### config.mk
export PLATFORM = sky130hd
export DESIGN_NAME = abs_sign_stage
export DESIGN_NICKNAME = d
export VERILOG_FILES = /design/src/rtl/abs_sign_stage.sv
export SDC_FILE = /design/constraint.sdc
export NUM_CORES = 1
export LEC_CHECK = 0
export ABC_AREA = 1
export BUFFER_PORTS_ARGS = -buffer_cell sky130_fd_sc_hd__buf_2
export CELL_PAD_IN_SITES_DETAIL_PLACEMENT = 0
export CELL_PAD_IN_SITES_GLOBAL_PLACEMENT = 2
export CORE_ASPECT_RATIO = 2
export CORE_MARGIN = 10
export CORE_UTILIZATION = 30
export CTS_CLUSTER_DIAMETER = 50
export DETAILED_ROUTE_END_ITERATION = 16
export MAX_ROUTING_LAYER = met4
export PLACE_DENSITY_LB_ADDON = 0.25
export SLEW_MARGIN = 20
export SYNTH_ARGS = -nofsm -noshare
export SYNTH_HDL_FRONTEND = slang
export SYNTH_SLANG_ARGS = --single-unit
### constraint.sdc
create_clock -name clk_i -period 1.7 [get_ports clk_i]
set_clock_uncertainty 0.2 [all_clocks]
set_input_delay 0.34 -clock clk_i [delete_from_list [all_inputs] [get_ports clk_i]]
set_output_delay 0.34 -clock clk_i [all_outputs]
set_load 0.1 [all_outputs]
### src/rtl/abs_sign_stage.sv
// Two-stage elastic pipeline: splits an operand into an unsigned magnitude and a sign flag.
// Latency 2 cycles from input handshake to out_valid_o; throughput 1 operand per cycle.
// Backpressure: in_ready_o = ~s1_valid | s2_adv, combinational from out_ready_i; an empty stage always accepts.
module abs_sign_stage #(
    parameter int width = 8,
    parameter int speed = 1
) (
    input  logic             clk_i,
    input  logic             rst_ni,
    input  logic             flush_i,
    input  logic             in_valid_i,
    output logic             in_ready_o,
    input  logic [width-1:0] in_a_i,
    input  logic             in_signed_i,
    output logic             out_valid_o,
    input  logic             out_ready_i,
    output logic [width-1:0] out_mag_o,
    output logic             out_neg_o
);

    localparam int NL = $clog2(width);

    logic             s1_vld_q, s1_vld_d;
    logic             s1_sgn_q, s1_sgn_d;
    logic [width-1:0] s1_a_q, s1_a_d;
    logic             s2_vld_q, s2_vld_d;
    logic             s2_neg_q, s2_neg_d;
    logic [width-1:0] s2_mag_q, s2_mag_d;

    logic             s2_adv, s1_adv, in_hs;
    logic             neg;
    logic [width-1:0] pre;
    logic [width-1:0] mag;

    assign s2_adv     = ~s2_vld_q | out_ready_i;
    assign s1_adv     = s1_vld_q & s2_adv;
    assign in_ready_o = ~s1_vld_q | s2_adv;
    assign in_hs      = in_valid_i & in_ready_o;

    // pre[i] = OR of s1_a_q[i:0]; conditional negate flips every bit above the lowest set bit.
    generate
        if (speed == 0) begin : g_serial
            for (genvar i = 0; i < width; i++) begin : g_ser
                logic b;
                if (i == 0) begin : g_first
                    assign b = s1_a_q[0];
                end else begin : g_rest
                    assign b = g_ser[i-1].b | s1_a_q[i];
                end
                assign pre[i] = b;
            end
        end else if (speed == 2) begin : g_sklansky
            for (genvar l = 0; l < NL; l++) begin : g_skl
                logic [width-1:0] src;
                logic [width-1:0] v;
                if (l == 0) begin : g_src0
                    assign src = s1_a_q;
                end else begin : g_srcn
                    assign src = g_skl[l-1].v;
                end
                for (genvar i = 0; i < width; i++) begin : g_bit
                    if (((i >> l) & 1) == 1) begin : g_op
                        assign v[i] = src[i] | src[((i >> l) << l) - 1];
                    end else begin : g_pass
                        assign v[i] = src[i];
                    end
                end
            end
            assign pre = g_skl[NL-1].v;
        end else begin : g_brent_kung
            for (genvar l = 0; l < NL; l++) begin : g_up
                logic [width-1:0] src;
                logic [width-1:0] v;
                if (l == 0) begin : g_src0
                    assign src = s1_a_q;
                end else begin : g_srcn
                    assign src = g_up[l-1].v;
                end
                for (genvar i = 0; i < width; i++) begin : g_bit
                    if (((i + 1) % (2 << l)) == 0) begin : g_op
                        assign v[i] = src[i] | src[i - (1 << l)];
                    end else begin : g_pass
                        assign v[i] = src[i];
                    end
                end
            end
            for (genvar k = 0; k < NL - 1; k++) begin : g_dn
                localparam int S = 1 << (NL - 2 - k);
                logic [width-1:0] src;
                logic [width-1:0] v;
                if (k == 0) begin : g_src0
                    assign src = g_up[NL-1].v;
                end else begin : g_srcn
                    assign src = g_dn[k-1].v;
                end
                for (genvar i = 0; i < width; i++) begin : g_bit
                    if ((i >= 3 * S - 1) && (((i - (3 * S - 1)) % (2 * S)) == 0)) begin : g_op
                        assign v[i] = src[i] | src[i - S];
                    end else begin : g_pass
                        assign v[i] = src[i];
                    end
                end
            end
            if (NL > 1) begin : g_out_dn
                assign pre = g_dn[NL-2].v;
            end else begin : g_out_up
                assign pre = g_up[NL-1].v;
            end
        end
    endgenerate

    assign neg = s1_sgn_q & s1_a_q[width-1];
    assign mag = s1_a_q ^ ({pre[width-2:0], 1'b0} & {width{neg}});

    always_comb begin
        s1_vld_d = s1_vld_q;
        s1_sgn_d = s1_sgn_q;
        s1_a_d   = s1_a_q;
        s2_vld_d = s2_vld_q;
        s2_neg_d = s2_neg_q;
        s2_mag_d = s2_mag_q;
        if (in_hs) begin
            s1_a_d   = in_a_i;
            s1_sgn_d = in_signed_i;
        end
        if (s1_adv) begin
            s2_mag_d = mag;
            s2_neg_d = neg;
        end
        if (flush_i) begin
            s1_vld_d = 1'b0;
            s2_vld_d = 1'b0;
        end else begin
            s1_vld_d = in_hs | (s1_vld_q & ~s1_adv);
            s2_vld_d = s1_adv | (s2_vld_q & ~out_ready_i);
        end
    end

    always_ff @(posedge clk_i or negedge rst_ni) begin
        if (!rst_ni) begin
            s1_vld_q <= 1'b0;
            s1_sgn_q <= 1'b0;
            s1_a_q   <= '0;
            s2_vld_q <= 1'b0;
            s2_neg_q <= 1'b0;
            s2_mag_q <= '0;
        end else begin
            s1_vld_q <= s1_vld_d;
            s1_sgn_q <= s1_sgn_d;
            s1_a_q   <= s1_a_d;
            s2_vld_q <= s2_vld_d;
            s2_neg_q <= s2_neg_d;
            s2_mag_q <= s2_mag_d;
        end
    end

    assign out_valid_o = s2_vld_q;
    assign out_mag_o   = s2_mag_q;
    assign out_neg_o   = s2_neg_q;

endmodule

==> impl_metrics.py <==
metrics = {
    "worst_hold_path": {
        "hp-class": "primary input to flip-flop",
        "whs_path_depth": 2,
        "hold-path-endpoint": "s1_vld_q",
        "min-delay-start": "flush_i",
    },
    "clock_tree": {
        "clk_pin_slew_ns": 0.07,
        "post_cts_buffers": 0,
        "cts_tree": "built",
        "cts_inserted_buffers": 3,
        "ctsResizeCount": 0,
        "htreeDepth": 1,
        "cts_hold_buf": 1,
        "clockRootBuffer": "clkbuf_8",
        "insertion_delay_ns": 0.26,
        "clk_path_buf_depth": 2,
        "clock_sinks": 20,
    },
    "timing": {
        "max_slew_margin": 0.676,
        "max_slew.worst_pin.slew_ns": 0.489,
        "fin_crit_sh": 0.975,
        "grt_setup_unrepaired": "false",
        "drv_slew": 0,
        "finalHoldViolCount": 0,
        "max_freq_mhz": 603,
        "setup_ws_ns": 0.0427,
        "period_minus_slack_ns": 1.66,
        "setup_violations": 0,
    },
    "place": {
        "place_congestion": 0.757,
        "placedCellCount": 161,
        "dp_worst_setup_slack_ns": 0.276,
        "port_buffers": 24,
        "dp_hpwl_mm": 1.67,
    },
    "setup_path": {
        "reg2reg_depth": 5,
        "cp-end-kind": "output port",
        "critPathLaunchType": "flip-flop",
        "r2r_start": "out_valid_o",
        "crit_required_ns": 1.16,
        "critical_path_class": "flip-flop to output port",
        "cp_max_fo": 7,
        "reg2reg_slack_ns": 0.28,
        "arrival_ns": 1.12,
        "r2r_end": "out_mag_o[7]",
    },
    "route": {
        "ant_nets": 0,
        "wirelength_mm": 2.08,
        "drt_first_pass_iters": 4,
        "drt_iter0_markers": 10,
        "route.detailed.drc": 0,
        "drt-vias-per-instance": 4.67,
        "vias": 775,
        "wl_per_cell_um": 12.5,
    },
    "die": {
        "start_util": 0.307,
        "rows": 29,
        "dieArea_um2": 6040,
        "boundaryPins": 25,
        "dieHeight_um": 100,
        "coreArea_um2": 3160,
        "die_w_um": 60.2,
    },
    "power_and_ir_drop": {
        "p_sw_uw": 633,
        "ir_drop_uv": 554,
        "p_leak_uw": 0.000594,
        "p_sw_frac": 0.439,
        "p_comb_frac": 0.370,
        "seqPwrFrac": 0.408,
        "power_density_nw_per_um2": 1220,
        "pwr-share-clk": 0.222,
        "p_int_uw": 808,
    },
    "synthesis": {
        "synth_simple_gate_area_frac": 0.319,
        "synth_xor_area_frac": 0.00903,
        "syn-num-nets": 122,
        "ys_ff_latch": 20,
        "yosysWarningCount": 0,
        "yosysSeqAreaShare": 0.516,
        "netlist-cell-type-count": 19,
        "synth_top_family_by_area": "simple AND/OR/NAND/NOR gates",
        "syn-instance-count": 108,
        "synth_compound_area_frac": 0.0890,
        "yosys-mux-area-fraction": 0,
        "avgSynthCellArea_um2": 8.98,
        "syn-cell-area_um2": 970,
        "synth_adder_area_share": 0,
    },
    "global_routing": {
        "grt_pass1_vias": 813,
        "antenna_found_initial": 0,
        "grt_pass1_wl_mm": 3.56,
        "grt-ovfl-total": 0,
        "grt_usage": 0.0764,
        "grt_max_degree": 21,
    },
    "flow_run": {
        "maxCapViolations": 0,
    },
    "cells_and_area": {
        "nets": 150,
        "area_growth_pct": 22.3,
        "final_cells": 166,
        "drive_gt1_frac": 0.348,
        "final_common_cell": "buf_2",
        "layout_common_cells": "22 x buf_2, 19 x nand2_1, 19 x dfrtp_1, 17 x nand3_1, 12 x nand2_2",
        "utilization": 0.376,
        "diodes": 0,
    },
    "outcome": {
        "status": "finished clean",
    },
}
-- power groups by stage --
stage               Clock, uW  Sequential [uW]  Combinational [uW]
floorplan                   0              899                 132
global placement            0              596                 538
detailed placement          0              598                 538
CTS                       328              589                 541
global route              345              597                 571
finish                    320              588                 533
-- registers in the layout (all words and copies together) (netlist names) --
name,cells
s1_vld_q,1
out_neg_o,1
s1_sgn_q,1
out_valid_o,1
g_brent_kung.g_up.src,8
out_mag_o,8
-- worst max-delay path by stage --
stage	start	to	slack, ns
6_report	out_valid_o	in_ready_o	0.04
2_1_floorplan	out_valid_o	s1_vld_q	-0.02
5_1_grt	out_valid_o	in_ready_o	0.005
3_3_place_gp	out_ready_i	in_ready_o	0.28
3_5_place_dp	out_ready_i	in_ready_o	0.28
4_1_cts	out_valid_o	in_ready_o	0.03
-- worst max-delay path, stage by stage, from the launching register on --
cell,delay [ns]
dfrtp_4,0.51
nand3_4,0.16
buf_12,0.19
-- layer usage --
metal	vias up	GRT usage	wire length (um)
met5	-	-	0
met4	0	0.0417	44
met3	4	0.0228	143
met2	21	0.125	1070
met1	347	0.0774	818
li1	403	-	-
-- cell families (layout without fill, tap and decap cells) --
family | Yosys count | count (layout)
and+or+nand+nor | 61 | 61
buffers and inverters | 11 | 38
xor gates and xnor gates | 1 | 1
DFF | 20 | 20
AOI/OAI and AO/OA | 15 | 15
-- metrics by stage --
stage	hold slack [ns]	TNS [ns]	total power, uW	area [um^2]
after floorplan	-0.156	-0.0441	1030	973
after global placement	0.113	0	1130	1130
after detailed placement	0.120	0	1140	1130
after CTS	0.0332	0	1460	1190
after global routing	0.0433	0	1510	1190
final	0.0371	0	1440	1190
-- cell usage after synthesis --
cell / number / area share
nor2_1: 10 / 0.039
nor2_4: 1 / 0.012
xnor2_1: 1 / 0.0090
o21ai_1: 1 / 0.0052
buf_6: 1 / 0.012
a21o_1: 1 / 0.0077
o21ai_0: 3 / 0.015
nand2_4: 1 / 0.012
nand3_1: 17 / 0.088
nand2_2: 12 / 0.077
o21ai_2: 2 / 0.018
a31oi_1: 1 / 0.0065
nand2_1: 19 / 0.074
inv_1: 7 / 0.027
inv_2: 2 / 0.0077
buf_12: 1 / 0.021
a21oi_1: 7 / 0.036
dfrtp_1: 20 / 0.52
nand3_4: 1 / 0.018
-- layout make-up --
class	instances	area [um^2]
Timing Repair Buffer	25	160
Inverter	9	33.8
Sequential cell	20	504
Fill cell	320	1970
Tap cell	31	38.8
Multi-Input combinational cell	77	404
Clock buffer	4	45.0
Power figures use the tool's default switching activity.
